--- src/rtl/veri_phase_comp_accum_if.sv ---
// veri_phase_comp_accum_if: phase-detector samples, control and code/status bundle
interface veri_phase_comp_accum_if #(parameter int WIDTH = 2);
  logic             pd_valid;
  logic             pd_down;
  logic             hold;
  logic             load;
  logic [WIDTH-1:0] load_code;
  logic [WIDTH-1:0] code_out;
  logic             code_valid;
  logic             step_up;
  logic             step_dn;
  logic             sat_hi;
  logic             sat_lo;
  modport master (
    output pd_valid, pd_down, hold, load, load_code,
    input  code_out, code_valid, step_up, step_dn, sat_hi, sat_lo
  );
  modport slave (
    input  pd_valid, pd_down, hold, load, load_code,
    output code_out, code_valid, step_up, step_dn, sat_hi, sat_lo
  );
endinterface

--- src/rtl/veri_phase_comp_accum.sv ---
// veri_phase_comp_accum: majority-vote saturating phase accumulator for bang-bang phase detectors
module veri_phase_comp_accum #(
  parameter int WIDTH      = 2,
  parameter int MIN_CODE   = 0,
  parameter int MAX_CODE   = 2,
  parameter int RESET_CODE = 0,
  parameter int VOTE_LEN   = 1
) (
  input logic clk,
  input logic rst_n,
  veri_phase_comp_accum_if.slave bus
);
  localparam int CW = $clog2(VOTE_LEN + 1);
  localparam int SW = CW + 1;
  localparam logic [WIDTH-1:0] MINC = WIDTH'(MIN_CODE);
  localparam logic [WIDTH-1:0] MAXC = WIDTH'(MAX_CODE);
  localparam logic [WIDTH-1:0] RSTC = WIDTH'(RESET_CODE);
  localparam logic [CW-1:0]    LEN  = CW'(VOTE_LEN);
  logic [WIDTH-1:0] code_q, code_d, clamp;
  logic [CW-1:0]    cnt_q, cnt_d, cnt_n;
  logic [SW-1:0]    sum_q, sum_d, sum_n;
  logic valid_q, valid_d, up_q, up_d, dn_q, dn_d;
  logic sample, decide, vote_up, vote_dn;
  always_comb begin
    sample  = bus.pd_valid & ~bus.hold & ~bus.load;
    cnt_n   = cnt_q + CW'(1);
    sum_n   = bus.pd_down ? sum_q - SW'(1) : sum_q + SW'(1);
    decide  = sample && cnt_n == LEN;
    vote_up = decide && !sum_n[SW-1] && sum_n != '0;
    vote_dn = decide && sum_n[SW-1];
    clamp   = int'(bus.load_code) > MAX_CODE ? MAXC :
              int'(bus.load_code) < MIN_CODE ? MINC : bus.load_code;
    up_d    = vote_up && code_q < MAXC;
    dn_d    = vote_dn && code_q > MINC;
    code_d  = bus.load ? clamp : up_d ? code_q + WIDTH'(1) : dn_d ? code_q - WIDTH'(1) : code_q;
    cnt_d   = (bus.load || decide) ? '0 : sample ? cnt_n : cnt_q;
    sum_d   = (bus.load || decide) ? '0 : sample ? sum_n : sum_q;
    valid_d = bus.load | decide;
  end
  always_ff @(posedge clk or negedge rst_n) begin
    if (!rst_n) begin
      code_q  <= RSTC;
      cnt_q   <= '0;
      sum_q   <= '0;
      valid_q <= 1'b0;
      up_q    <= 1'b0;
      dn_q    <= 1'b0;
    end else begin
      code_q  <= code_d;
      cnt_q   <= cnt_d;
      sum_q   <= sum_d;
      valid_q <= valid_d;
      up_q    <= up_d;
      dn_q    <= dn_d;
    end
  end
  assign bus.code_out   = code_q;
  assign bus.code_valid = valid_q;
  assign bus.step_up    = up_q;
  assign bus.step_dn    = dn_q;
  assign bus.sat_hi     = code_q == MAXC;
  assign bus.sat_lo     = code_q == MINC;
endmodule

--- src/flat_wrapper.sv ---
// flat-port wrapper written by rule: the top's interface ports become plain ports
module veri_phase_comp_accum_flat 
#(
  parameter int WIDTH      = 2,
  parameter int MIN_CODE   = 0,
  parameter int MAX_CODE   = 2,
  parameter int RESET_CODE = 0,
  parameter int VOTE_LEN   = 1
)
  (clk, rst_n, bus_pd_valid, bus_pd_down, bus_hold, bus_load, bus_load_code, bus_code_out, bus_code_valid, bus_step_up, bus_step_dn, bus_sat_hi, bus_sat_lo);
  veri_phase_comp_accum_if #(.WIDTH(WIDTH)) bus_i ();
  input logic clk;
  input logic rst_n;
  input wire logic [$bits(bus_i.pd_valid)-1:0] bus_pd_valid;
  input wire logic [$bits(bus_i.pd_down)-1:0] bus_pd_down;
  input wire logic [$bits(bus_i.hold)-1:0] bus_hold;
  input wire logic [$bits(bus_i.load)-1:0] bus_load;
  input wire logic [$bits(bus_i.load_code)-1:0] bus_load_code;
  output wire logic [$bits(bus_i.code_out)-1:0] bus_code_out;
  output wire logic [$bits(bus_i.code_valid)-1:0] bus_code_valid;
  output wire logic [$bits(bus_i.step_up)-1:0] bus_step_up;
  output wire logic [$bits(bus_i.step_dn)-1:0] bus_step_dn;
  output wire logic [$bits(bus_i.sat_hi)-1:0] bus_sat_hi;
  output wire logic [$bits(bus_i.sat_lo)-1:0] bus_sat_lo;
  assign bus_i.pd_valid = bus_pd_valid;
  assign bus_i.pd_down = bus_pd_down;
  assign bus_i.hold = bus_hold;
  assign bus_i.load = bus_load;
  assign bus_i.load_code = bus_load_code;
  assign bus_code_out = bus_i.code_out;
  assign bus_code_valid = bus_i.code_valid;
  assign bus_step_up = bus_i.step_up;
  assign bus_step_dn = bus_i.step_dn;
  assign bus_sat_hi = bus_i.sat_hi;
  assign bus_sat_lo = bus_i.sat_lo;
  veri_phase_comp_accum #(.WIDTH(WIDTH), .MIN_CODE(MIN_CODE), .MAX_CODE(MAX_CODE), .RESET_CODE(RESET_CODE), .VOTE_LEN(VOTE_LEN)) u_core (.clk(clk), .rst_n(rst_n), .bus(bus_i));
endmodule
--- config.mk ---
export PLATFORM = sky130hd
export DESIGN_NAME = veri_phase_comp_accum_flat
export DESIGN_NICKNAME = d
export VERILOG_FILES = /design/src/rtl/veri_phase_comp_accum_if.sv /design/src/rtl/veri_phase_comp_accum.sv /design/src/flat_wrapper.sv
export SDC_FILE = /design/constraint.sdc
export NUM_CORES = 1
export LEC_CHECK = 0
export ABC_AREA = 0
export BUFFER_PORTS_ARGS = -buffer_cell sky130_fd_sc_hd__buf_4
export CAP_MARGIN = 20
export CORE_AREA = 2 2 39 41
export CTS_CLUSTER_SIZE = 10
export DETAILED_ROUTE_END_ITERATION = 7
export DIE_AREA = 0 0 41 43
export PLACE_DENSITY = 0.48
export SETUP_SLACK_MARGIN = 0.3
export SYNTH_ARGS = -nofsm -noshare
export SYNTH_HDL_FRONTEND = slang
export SYNTH_SLANG_ARGS = --single-unit
export TNS_END_PERCENT = 50
--- constraint.sdc ---
create_clock -name clk -period 1.85 [get_ports clk]
set_input_delay 0.2775 -clock clk [delete_from_list [all_inputs] [get_ports clk]]
set_output_delay 0.2775 -clock clk [all_outputs]
set_load 0.005 [all_outputs]
==> reports/results.txt, run 1 <==
The flow ran to the end, and the final reports show no timing, DRC or antenna violations. From left edge to right edge, the die measures 41 µm. In the global route stage, overall resource usage came out at 12.7%. The startpoint identified for the worst register-to-register timing path is u_core.sum_q[1]$_DFFE_PN0P_. Slew at the pin with the worst max-slew slack: 254 ps.

The final-layout fill cell count is 144, and the post-synthesis share of cell area spent on full adders, half adders and majority gates is 3.21%. The placed instances occupy a cell area of 515 µm². A synthesized cell averages 10.6 µm². The final RePlAce weighted congestion was 0.796.

After floorplanning, the core was sized to cover 1380 µm². The hold path depth was 2. Timing would allow up to 0.631 GHz. The I/O pin count is 15. Leaving out fill and tap cells, the most frequent cells in the layout are 16 x sky130_fd_sc_hd__buf_4, 8 x sky130_fd_sc_hd__dfrtp_1. The synthesized-area fraction occupied by xor and xnor cells is 2.24%.

In this run the static leakage power is 0.276 nW. The floorplan step set the die height to 43 µm. For the final worst clock skew, the log shows 0.773 ps. Summing all multi-input logic gate instances after layout gives 201 µm².

The share of the clock period used by the worst path came out at 85.6%. The tools report the worst min-delay path startpoint as bus_load. Once the floorplan was initialized, standard cells occupied 28.2% of the core. Counting every instance in the synthesized netlist gives 37. The antenna diode count is 0, and the area of all placed cells without fillers is 578 µm². For hold timing, the worst endpoint is u_core.sum_q[1]$_DFFE_PN0P_.

The depth of the worst register-to-register path was 6. The worst pin sits at a relative slew slack of 83.0%. Clock-pin slew was measured on the worst setup and hold paths at 60 ps. The timing startpoint of the critical path was u_core.sum_q[1]$_DFFE_PN0P_. The placed cell count is 67. In the final routed layout, each cell accounts on average for 11.6 µm. The logs give 353 for the via count of the first global-routing pass and 365 for the count of vias placed by the detailed router. The share of the Yosys chip area taken by registers is 51.3%. The tools report the die area as 1760 µm². The largest buffer count on any clock path was 2; the number of placement rows was 14.

STA classifies the critical path endpoint as a register. The logs give 1 for the depth of the CTS H-tree and 2010 ps for the endpoint required time on the critical path. The setup TNS was 0 ps; the post-placement setup slack was 237 ps. The ratio of cells with drive above 1 in the final layout works out to 43.9%. Wires add up to 845 µm.

The total design power came out at 0.422 mW. The largest driver fanout on the critical path is 3. The count of unique library cells instantiated by Yosys came out at 20.

The path class of the tightest hold or removal check is primary input to register. The arrival time at the worst endpoint came out at 1750 ps. The net count reported at finish is 68, and the first-pass iteration count of the detailed router is 2.

The cell area that synthesis handed to floorplanning was 390 µm². For the count of pins over their slew limit, the log shows 0. The library cell used most frequently in the layout, excluding fill and tap cells, is sky130_fd_sc_hd__buf_4. The critical setup path kind is register to register.

TritonCTS built the clock tree. IR analysis of the VDD net gives a maximum drop of 0.291 mV. Across all register-to-register paths, the minimum setup slack is 270 ps. When the netlist entered floorplanning its net count stood at 46. TritonCTS buffer count: 3.

The tools report the cell at the root of the clock tree as sky130_fd_sc_hd__clkbuf_4. The logs give 9 for the largest net degree at the start of global routing and 1470 µm for the global-route wire length before repair. STA classifies the critical path startpoint as a register.

The endpoint identified for the worst register-to-register timing path is u_core.bus.code_out[1]$_DFFE_PN0P_. Counting flops and latches in the post-synthesis netlist gives 8. Across the run, the number of max-cap violations was 0. The smallest clock period supported by the final layout is computed as 1580 ps. The total overflow left after global routing is 0. The simple-gate portion of the synthesized area came out at 29.5%.

The combined flip-flop and latch cell area is 200 µm². After synthesis, the largest family of logic cells by area is simple AND/OR/NAND/NOR gates. Of the post-synthesis cell area, the part taken by muxes is 0%. Number of antenna violations at the first check in global routing: 0. The number of input and output port buffers inserted is 14. The layout overhead on the synthesized area came out at 48.1%. The first-iteration detailed-routing DRC count came out at 1. The total setup violations reported at the end of the flow is 0, and the fraction of the mapped netlist area in compound gates is 12.8%. The logs give 0 for the number of hold violations in the final report and 0 for the yosys synthesis warning count. Setup repair after global routing could not meet its margin everywhere. Using the TritonRoute via totals, the vias-per-cell ratio works out to 5.00.

The tools report the number of clock sinks as 8. Clock latency on the worst-skew pair, taken at its later pin, is 260 ps. After detailed routing, the number of remaining DRC violations is 0. For this design the ratio of total power to cell area is 731 nW/µm².

Number of routed nets with antenna violations: 0. The post-layout worst setup margin is 266 ps. Leaving out filler cells and counting taps, the final layout contains 73.
[how the worst max path moves through the flow]
stage / endpoint / slack [ps]
floorplan: u_core.bus.code_out[0]$_DFFE_PN0P_ / 310
global placement: u_core.bus.code_out[0]$_DFFE_PN0P_ / 240
detailed placement: u_core.bus.code_out[0]$_DFFE_PN0P_ / 240
CTS: u_core.bus.code_out[0]$_DFFE_PN0P_ / 280
global route: u_core.bus.code_out[1]$_DFFE_PN0P_ / 210
finish: u_core.bus.code_out[1]$_DFFE_PN0P_ / 270
[power breakdown]
group	switching (mW)	internal [mW]	total [mW]
Combinational	0.0357	0.0496	0.0853
Clock	0.0661	0.0747	0.141
Sequential	0.0128	0.184	0.196
Total	0.115	0.308	0.422
[flip-flops by register name, summed over array words and instances (netlist names)]
signal	flops
u_core.bus.step_dn	1
u_core.cnt_q	1
u_core.bus.step_up	1
u_core.bus.code_valid	1
u_core.sum_q	2
u_core.bus.code_out	2
[cells by family (layout without fill, tap and decap cells)]
family | Yosys count | after routing
AO/OA/AOI/OAI | 7 | 7
flip-flops | 8 | 8
XOR/XNOR | 1 | 1
adder cells (fa/ha/maj) | 1 | 1
AND/OR/NAND/NOR | 19 | 19
buffers and inverters | 1 | 21
[critical path, cell delays in order, from the launching register on]
cell                       delay [ps]
sky130_fd_sc_hd__dfrtp_1          380
sky130_fd_sc_hd__xor2_1           140
sky130_fd_sc_hd__ha_1             320
sky130_fd_sc_hd__buf_4            150
sky130_fd_sc_hd__nor2_2           110
sky130_fd_sc_hd__a311oi_2         100
sky130_fd_sc_hd__a311oi_2         270
[cells in the mapped netlist]
library cell / n / area [µm²]
sky130_fd_sc_hd__a32oi_1: 1 / 8.76
sky130_fd_sc_hd__nor2_1: 4 / 15.0
sky130_fd_sc_hd__nand3b_1: 1 / 7.51
sky130_fd_sc_hd__xor2_1: 1 / 8.76
sky130_fd_sc_hd__nand4_1: 1 / 6.26
sky130_fd_sc_hd__dfrtp_1: 8 / 200
sky130_fd_sc_hd__o21ai_1: 1 / 5.00
sky130_fd_sc_hd__a311oi_1: 2 / 17.5
sky130_fd_sc_hd__nand3_1: 2 / 10.0
sky130_fd_sc_hd__and3_1: 1 / 6.26
sky130_fd_sc_hd__nor2b_2: 1 / 8.76
sky130_fd_sc_hd__a21oi_1: 2 / 10.0
sky130_fd_sc_hd__or3_4: 1 / 11.3
sky130_fd_sc_hd__a211o_1: 1 / 8.76
sky130_fd_sc_hd__nor2b_1: 3 / 18.8
sky130_fd_sc_hd__ha_1: 1 / 12.5
sky130_fd_sc_hd__inv_1: 1 / 3.75
sky130_fd_sc_hd__nand2_1: 3 / 11.3
sky130_fd_sc_hd__nand2b_1: 1 / 6.26
sky130_fd_sc_hd__or4b_4: 1 / 13.8
[metal layers]
| layer | track usage, % | routed length (µm) | vias to the layer above |
|---|---|---|---|
| met1 | 16.8 | 381 | 172 |
| met3 | 3.14 | 58 | 5 |
| met5 | 0 | 0 | - |
| met2 | 16.9 | 372 | 12 |
| met4 | 10.0 | 34 | 0 |
| li1 | - | - | 176 |
[through the flow]
step                      utilization [%]  hold WS (ps)
after CTS                            40.1           204
after global routing                 41.8           227
final                                41.8           216
after global placement               37.3          99.7
after detailed placement             37.3           102
after floorplan                         -         -18.1
[cell type report]
| type | count | area share [%] |
|---|---|---|
| flip-flops and latches | 8 | 34.6 |
| multi-input cells | 28 | 34.8 |
| well taps | 16 | 3.46 |
| clock buffers | 3 | 3.90 |
| inverters | 1 | 0.649 |
| repair buffers | 17 | 22.5 |
[timing repair]
item                                    CTS  global route
hold buffers                              1             0
pin swaps                                 1             2
buffers inserted                          1             1
endpoints found under the hold margin     8             0
resized for setup                         0             3
endpoints found under the setup margin    1             2
(Power assumes the default switching activity.)
==> run 2: changes to the inputs <==
Settings changed: SLEW_MARGIN set to 15.
Clock period 1.85 ns to 1.6 ns, I/O delays scaled along.
==> run 2 against run 1 <==
Via count increased by 3.0%. Final cell count increased by 2.7%. Total power increased by 17%. Worst hold slack got worse by 34 ps. Die area unchanged. Utilization increased by 2.1 points. Final area increased by 5.0%. Clock-buffer cell count unchanged. Critical path type unchanged. Largest power group unchanged. Highest routed layer unchanged.
==> reports/results.txt, run 2 (synthesized netlist as in run 1, its figures left out) <==
The run finished with clean final reports. The maximum achievable frequency came out at 0.637 GHz (was 0.631 GHz). The share of the clock period used by the worst path is 98.1% (was 85.6%). The number of hold violations in the final report is 0 (unchanged). For the die area, the log shows 1760 µm² (unchanged).

The run gives 1760 ps (was 1750 ps) as the arrival time at the worst endpoint. The global-route wire length before repair was 1570 µm (was 1470 µm); the routed length per placed instance was 12.6 µm (was 11.6 µm). Via count of the first global-routing pass: 362 (was 353). Ordered list of cells on the worst path: xor2_1 > ha_1 > or3_4 > a211o_1 > nand3_1 (was xor2_1 > ha_1 > buf_4 > nor2_2 > a311oi_2 > a311oi_2). Final cell utilization of the core: 43.9% (was 41.8%). The tools report the net count reported at finish as 70 (was 68). The run gives 0 (unchanged) as the total setup violations reported at the end of the flow. The depth of the CTS H-tree is 1 (unchanged). The via density per instance is 5.01 (was 5.00), and the number of maximum-capacitance constraint violations is 0 (unchanged). Combined area of the multi-input logic cells: 215 µm² (was 201 µm²).

The final worst clock skew is 2.57 ps (was 0.773 ps), and the wire length reported by the detailed router is 944 µm (was 845 µm). The die span in y is 43 µm (unchanged), and the first-pass iteration count of the detailed router is 4 (was 2). The critical setup path kind was register to register (unchanged). The TritonCTS buffer count was 3 (unchanged). The largest buffer count on any clock path was 2 (unchanged); the area of the placeable core was 1380 µm² (unchanged).

The die boundary width came out at 41 µm (unchanged). The number of clock sinks was 8 (unchanged); the power density over the cells was 814 nW/µm² (was 731 nW/µm²). For the largest net degree at the start of global routing, the log shows 9 (unchanged). The path category of the worst min-delay check was primary input to register (unchanged). The tools report the clock latency of the later-clocked register in the worst-skew pair as 250 ps (was 260 ps). Category of the worst setup path launch point: a register (unchanged). Number of remaining DRC errors: 0 (unchanged). The cell at the root of the clock tree is sky130_fd_sc_hd__clkbuf_4 (unchanged). The final RePlAce weighted congestion is 0.781 (was 0.796), and the I/O pin count is 15 (unchanged). The run gives 523 µm² (was 515 µm²) as the post-detailed-placement cell area.

The peak per-stage delay on the critical path was 380 ps (about the same); the effective utilization at floorplan was 28.2% (unchanged). TritonCTS built the clock tree. The clock slew seen by the registers of the worst setup and hold paths is 60 ps (about the same), and the count of pins over their slew limit is 0 (unchanged). The most common cell after layout, fill and taps aside is sky130_fd_sc_hd__buf_4 (unchanged). The final-layout fill cell count is 147 (was 144). The area of all placed cells without fillers was 607 µm² (was 578 µm²). Number of input and output port buffers inserted: 14 (unchanged). The tightest slew margin relative to the limit came out at 81.9% (was 83.0%).

The run gives 376 (was 365) as the count of vias placed by the detailed router. The time the final worst path needs with I/O delays and setup was 1570 ps (was 1580 ps); the number of antenna violations at the first check in global routing was 0 (unchanged). Aggregate global-route resource usage: 13.8% (was 12.7%). The number of routed nets with antenna violations came out at 0 (unchanged). The largest driver fanout on the critical path was 3 (unchanged); the ratio of cells with drive above 1 in the final layout was 50.8% (was 43.9%).

The placed wire-length estimate came out at 695 µm. The run gives 200 µm² (unchanged) as the combined flip-flop and latch cell area. Category of the worst setup path capture point: a register (unchanged). The run gives 1790 ps (was 2010 ps) as the endpoint required time on the critical path. The antenna diode count was 0 (unchanged).

The cell with the largest stage delay on the worst path was sky130_fd_sc_hd__dfrtp_1 (unchanged). The first-iteration detailed-routing DRC count is 4 (was 1), and the layout overhead on the synthesized area is 55.4% (was 48.1%). The leakage power summed over all cells is 0.287 nW (was 0.276 nW). The tools report the worst supply voltage drop on vdd as 0.408 mV (was 0.291 mV).

Commonest non-fill, non-tap cells in the layout: 18 x sky130_fd_sc_hd__buf_4, 8 x sky130_fd_sc_hd__dfrtp_1, 3 x sky130_fd_sc_hd__nor2b_1, 3 x sky130_fd_sc_hd__nand2_1, 3 x sky130_fd_sc_hd__clkbuf_4 (was 16 x sky130_fd_sc_hd__buf_4, 8 x sky130_fd_sc_hd__dfrtp_1). For the number of placement rows, the log shows 14 (unchanged). Setup repair after global routing could not meet its margin everywhere.

The leftover overflow at the end of global routing is 0 (unchanged), and the slew at the pin with the worst max-slew slack is 272 ps (was 254 ps).
-- run 2: through the flow --
stage / total power, mW / setup TNS [ps] / cells / setup slack [ps] / hold WS, ps
4_1_cts: 0.492 / 0 / 73 / 45.3 / 169
5_1_grt: 0.523 / -41.5 / 75 / -29.6 / 183
3_5_place_dp: 0.324 / 0 / 68 / 11.4 / 66.6
3_3_place_gp: 0.321 / 0 / 68 / 55.7 / 62.1
6_report: 0.494 / 0 / 75 / 30.9 / 182
2_1_floorplan: 0.265 / 0 / 37 / 60.2 / -55.6
-- run 2: path summary, 6_finish.rpt --
kind | startpoint | end | slack (ps) | cells after the start
max | u_core.sum_q[1]$_DFFE_PN0P_ | u_core.bus.code_out[0]$_DFFE_PN0P_ | 30 | 5
min | bus_load | u_core.sum_q[0]$_DFFE_PN0P_ | 180 | 2
max in group asynchronous | rst_n | u_core.bus.code_out[0]$_DFFE_PN0P_ | 1130 | 2
min in group asynchronous | rst_n | u_core.bus.step_up$_DFF_PN0_ | 340 | 2
min reg2reg | u_core.sum_q[0]$_DFFE_PN0P_ | u_core.sum_q[0]$_DFFE_PN0P_ | 560 | 2
max reg2reg | u_core.sum_q[1]$_DFFE_PN0P_ | u_core.bus.code_out[0]$_DFFE_PN0P_ | 30 | 5
-- run 2: worst max-delay path: cells and delay by family, from the launching register on --
kind	cells	cell delay (ps)
simple gates	2	410
flops	1	380
fa+ha+maj	1	310
compound gates	1	260
xor+xnor	1	150
-- run 2: routing by layer --
layer	routed length [µm]	track usage, %
met5	0	0
met4	16	10.0
met3	54	3.14
met2	479	19.7
met1	394	17.4
-- run 2: final cells by class --
class,instances,share of cell area (%)
sequential,8,33.0
inverter,1,0.619
tap,16,3.30
timing repair buffer,19,23.9
multi-input combinational,28,35.5
clock buffer,3,3.71
-- run 2: power breakdown --
group          switching, mW  internal (mW)  total, mW
Combinational         0.0444         0.0609      0.105
Sequential            0.0171          0.212      0.229
Clock                 0.0729         0.0861      0.159
-- run 2: what timing repair did --
action	4_1_cts	5_1_grt
buffers inserted	1	2
endpoints found under the hold margin	8	0
setup endpoints to repair	4	4
hold buffers	1	0
resized for setup	1	6
pin swaps	2	3
==> run 3: changes to the inputs <==
Settings changed: ABC_AREA 0 to 1, CELL_PAD_IN_SITES_DETAIL_PLACEMENT set to 0, CELL_PAD_IN_SITES_GLOBAL_PLACEMENT set to 1, CORE_AREA 2 2 39 41 to not set, CORE_MARGIN set to 2, CORE_UTILIZATION set to 33, DIE_AREA 0 0 41 43 to not set, PLACE_DENSITY 0.48 to 0.68.
==> run 3 against run 2 <==
Sequential share of layout area decreased by 2.7 points. First-iteration DRC count is 100% higher. Global-route usage down 0.54 points. Non-clock buffer count stayed put. Via count grew 6.1%. Total power rose by 10%. Area after synthesis up 17%. Final area rose by 9.1%. Clock power down 3%. Largest power group unchanged.
==> reports/results.txt, run 3 <==
Largest buffer count on any clock path: 2 (unchanged). The tools report the leftover overflow at the end of global routing as 0 (unchanged). The area of the placeable core came out at 1300 µm² (was 1380 µm²). The time the final worst path needs with I/O delays and setup is 1540 ps (was 1570 ps). The count of unique library cells instantiated by Yosys is 18 (was 20), and the first-iteration detailed-routing DRC count is 8 (was 4). The tools report the number of maximum-capacitance constraint violations as 0 (unchanged). The cell at the root of the clock tree is sky130_fd_sc_hd__clkbuf_4 (unchanged).

The logs give 13.3% (was 13.8%) for the aggregate global-route resource usage and 662 µm² (was 607 µm²) for the area of all placed cells without fillers. The number of placement rows was 13 (was 14); the endpoint required time on the critical path was 1790 ps (about the same). The most utilized layer in the global route result was met2 (unchanged).

The number of hold violations in the final report was 0 (unchanged); the clock slew seen by the registers of the worst setup and hold paths was 60 ps (about the same). The die area was 1700 µm² (was 1760 µm²). The timing startpoint of the critical path is u_core.sum_q[1]$_DFFE_PN0P_ (unchanged). The share of async-settable or async-resettable flops after synthesis was 100% (unchanged); the routed length per placed instance was 10.6 µm (was 12.6 µm). The yosys synthesis warning count was 0 (unchanged). The predominant post-synthesis flop cell was sky130_fd_sc_hd__dfrtp_1 (unchanged).

Category of the worst setup path capture point: a register (unchanged). The share of the clock period used by the worst path is 96.0% (was 98.1%). The die boundary width is 41.2 µm (was 41 µm). The die span in y is 41.2 µm (was 43 µm). The most numerous cell in the Yosys netlist was sky130_fd_sc_hd__nand2_1 (was sky130_fd_sc_hd__dfrtp_1). The tools report the count of vias placed by the detailed router as 399 (was 376). For the TritonCTS buffer count, the log shows 3 (unchanged). The tools report the total nets after synthesis as 61 (was 46).

The category of the worst setup path launch point was a register (unchanged). The tools report the net count reported at finish as 85 (was 70). The number of remaining DRC errors was 0 (unchanged).

TritonCTS built the clock tree. The final cell utilization of the core was 50.9% (was 43.9%). The portion of synthesized cell area occupied by the leading cell type is 43.8% (was 51.3%), and the leakage power summed over all cells is 0.346 nW (was 0.287 nW). The worst min-delay path startpoint is bus_load (unchanged). The logs give 1 (unchanged) for the depth of the CTS H-tree and 457 µm² (was 390 µm²) for the netlist area before placement. The run finished with clean final reports. The final RePlAce weighted congestion is 0.669 (was 0.781). Effective utilization at floorplan: 35.1% (was 28.2%). The logs give 15 (unchanged) for the I/O pin count and 89 (was 75) for the count of placed standard cells in the final layout, fillers left out. The tools report the met2 routing resource usage after global routing as 20.3% (was 19.7%). Top cells by count, synth: 9 x sky130_fd_sc_hd__nand2_1, 8 x sky130_fd_sc_hd__dfrtp_1, 6 x sky130_fd_sc_hd__inv_1, 5 x sky130_fd_sc_hd__nor2_1 (was 8 x sky130_fd_sc_hd__dfrtp_1, 4 x sky130_fd_sc_hd__nor2_1, 3 x sky130_fd_sc_hd__nand2_1, 3 x sky130_fd_sc_hd__nor2b_1). The number of routed nets with antenna violations came out at 0 (unchanged). The run gives 0 (unchanged) as the number of antenna violations at the first check in global routing. The number of input and output port buffers inserted is 14 (unchanged), and the final worst clock skew is 2.41 ps (was 2.57 ps).

The critical setup path kind was register to register (unchanged). The average cell area after synthesis came out at 8.78 µm² (was 10.6 µm²). The ratio of cells with drive above 1 in the final layout is 48.6% (was 50.8%).

The antenna diode count is 0 (unchanged). The via density per instance is 4.48 (was 5.01), and the number of clock sinks is 8 (unchanged). First-pass iteration count of the detailed router: 4 (unchanged).

The beginning of the worst register-to-register path was u_core.sum_q[1]$_DFFE_PN0P_ (unchanged). The wire length reported by the detailed router is 945 µm (was 944 µm). The run gives 43.8% (was 51.3%) as the post-synthesis sequential area ratio. The run gives 250 ps (about the same) as the clock latency of the later-clocked register in the worst-skew pair. Path category of the worst min-delay check: primary input to register (unchanged). The run gives 696 µm (was 695 µm) as the placed wire-length estimate.

The synthesis-stage register bit count came out at 8 (unchanged). For the via count of the first global-routing pass, the log shows 358 (was 362). The post-synthesis instance total came out at 52 (was 37).

Total design power: 0.543 mW (was 0.494 mW). Setup repair after global routing could not meet its margin everywhere. The number of flops mapped to enable cells by yosys is 0 (unchanged), and the arrival time at the worst endpoint is 1720 ps (was 1760 ps). The largest driver fanout on the critical path is 3 (unchanged). The hold slack was 254 ps (was 182 ps). The total setup violations reported at the end of the flow was 0 (unchanged).

The largest net degree at the start of global routing came out at 9 (unchanged). The run gives 1430 µm (was 1570 µm) as the global-route wire length before repair. The run gives 0.340 mV (was 0.408 mV) as the worst supply voltage drop on vdd. The run gives 81 (was 68) as the placed cell count.

The run gives 52.8 ps (was 11.4 ps) as the post-placement setup slack. The maximum achievable frequency came out at 0.651 GHz (was 0.637 GHz). The run gives 0 (unchanged) as the count of pins over their slew limit. Layout overhead on the synthesized area: 44.9% (was 55.4%). Most common cell after layout, fill and taps aside: sky130_fd_sc_hd__buf_4 (unchanged).

For the setup TNS, the log shows 0 ps (unchanged). The run gives 16.9% (was 17.4%) as the global routing usage on met1. Leading cell types by total area after synthesis: sky130_fd_sc_hd__dfrtp_1 44%, sky130_fd_sc_hd__nand2_1 7.4%, sky130_fd_sc_hd__nor2_4 7.4% (was sky130_fd_sc_hd__dfrtp_1 51%, sky130_fd_sc_hd__nor2b_1 4.8%, sky130_fd_sc_hd__a311oi_1 4.5%).

The logs give 79.6% (was 81.9%) for the tightest slew margin relative to the limit and 1.63% (was 3.14%) for the global routing usage on met3. The tools report the post-detailed-placement cell area as 581 µm² (was 523 µm²). Power density over the cells: 820 nW/µm² (was 814 nW/µm²). The post-layout worst setup margin came out at 64.3 ps (was 30.9 ps). The cell type contributing the most total cell area after synthesis is sky130_fd_sc_hd__dfrtp_1 (unchanged). The slew at the pin with the worst max-slew slack is 304 ps (was 272 ps). Commonest non-fill, non-tap cells in the layout: 16 x sky130_fd_sc_hd__buf_4, 8 x sky130_fd_sc_hd__nand2_1, 8 x sky130_fd_sc_hd__dfrtp_1 (was 18 x sky130_fd_sc_hd__buf_4, 8 x sky130_fd_sc_hd__dfrtp_1, 3 x sky130_fd_sc_hd__nor2b_1, 3 x sky130_fd_sc_hd__nand2_1, 3 x sky130_fd_sc_hd__clkbuf_4).
[run 3: changes by cell type after synthesis, moves of 2 or more]
cell	change
sky130_fd_sc_hd__nand2_1	+6
sky130_fd_sc_hd__inv_1	+5
sky130_fd_sc_hd__nor2_2	+4
sky130_fd_sc_hd__o21ai_0	+4
sky130_fd_sc_hd__nor2_4	+3
sky130_fd_sc_hd__nor2b_1	-3
sky130_fd_sc_hd__a311oi_1	-2
sky130_fd_sc_hd__nand2_2	+2
[run 3: layout make-up]
cell class	count	area, µm²
Clock buffer	3	22.5
Inverter	8	32.5
Fill cell	144	639
Tap cell	15	18.8
Multi-Input combinational cell	36	235
Sequential cell	8	200
Timing Repair Buffer	19	153
[run 3: critical path, stage by stage, from the launching register on]
cell,delay [ps]
sky130_fd_sc_hd__dfrtp_1,390
sky130_fd_sc_hd__xor2_1,150
sky130_fd_sc_hd__ha_1,330
sky130_fd_sc_hd__nor2_4,110
sky130_fd_sc_hd__nand4_4,100
sky130_fd_sc_hd__nor2_4,150
sky130_fd_sc_hd__nor2_4,60
sky130_fd_sc_hd__nor2_2,70
sky130_fd_sc_hd__nand2_1,50
sky130_fd_sc_hd__nand2_1,50
[run 3: path summary, 6_finish.rpt]
kind / slack, ps / to / cells past startpoint
hold / removal: 250 / u_core.bus.code_valid$_DFF_PN0_ / 3
max in group asynchronous: 1120 / u_core.bus.step_dn$_DFF_PN0_ / 2
setup / recovery: 60 / u_core.bus.code_out[1]$_DFFE_PN0P_ / 9
hold reg to reg: 480 / u_core.sum_q[0]$_DFFE_PN0P_ / 1
setup reg to reg: 60 / u_core.bus.code_out[1]$_DFFE_PN0P_ / 9
min in group asynchronous: 350 / u_core.sum_q[0]$_DFFE_PN0P_ / 2
[run 3: cell families after synthesis]
family	after synthesis	share of synthesized area, %
AO/OA/AOI/OAI	7	7.67
adder cells (fa/ha/maj)	1	2.74
flip-flops	8	43.8
AND/OR/NAND/NOR	27	36.7
XOR/XNOR	1	1.92
buffers and inverters	8	7.12
[run 3: what timing repair did]
action	in CTS	in global routing
hold buffers	1	0
gates cloned	0	0
setup endpoints to repair	3	6
pin swaps	4	2
buffers inserted	1	3
resized for setup	1	5
endpoints found under the hold margin	8	0
[run 3: routing by layer]
metal / vias to the layer above / wire length [µm]
met5: - / 0
met4: 0 / 0
met3: 0 / 41
met2: 11 / 435
met1: 177 / 467
li1: 211 / -
[run 3: report_power, final]
group	internal, mW	total [mW]	switching (mW)	leakage (nW)
sequential	0.217	0.238	0.0219	0.105
combinational	0.0812	0.150	0.0693	0.227
clock	0.0858	0.154	0.0683	0.0138
total	0.384	0.543	0.159	0.346
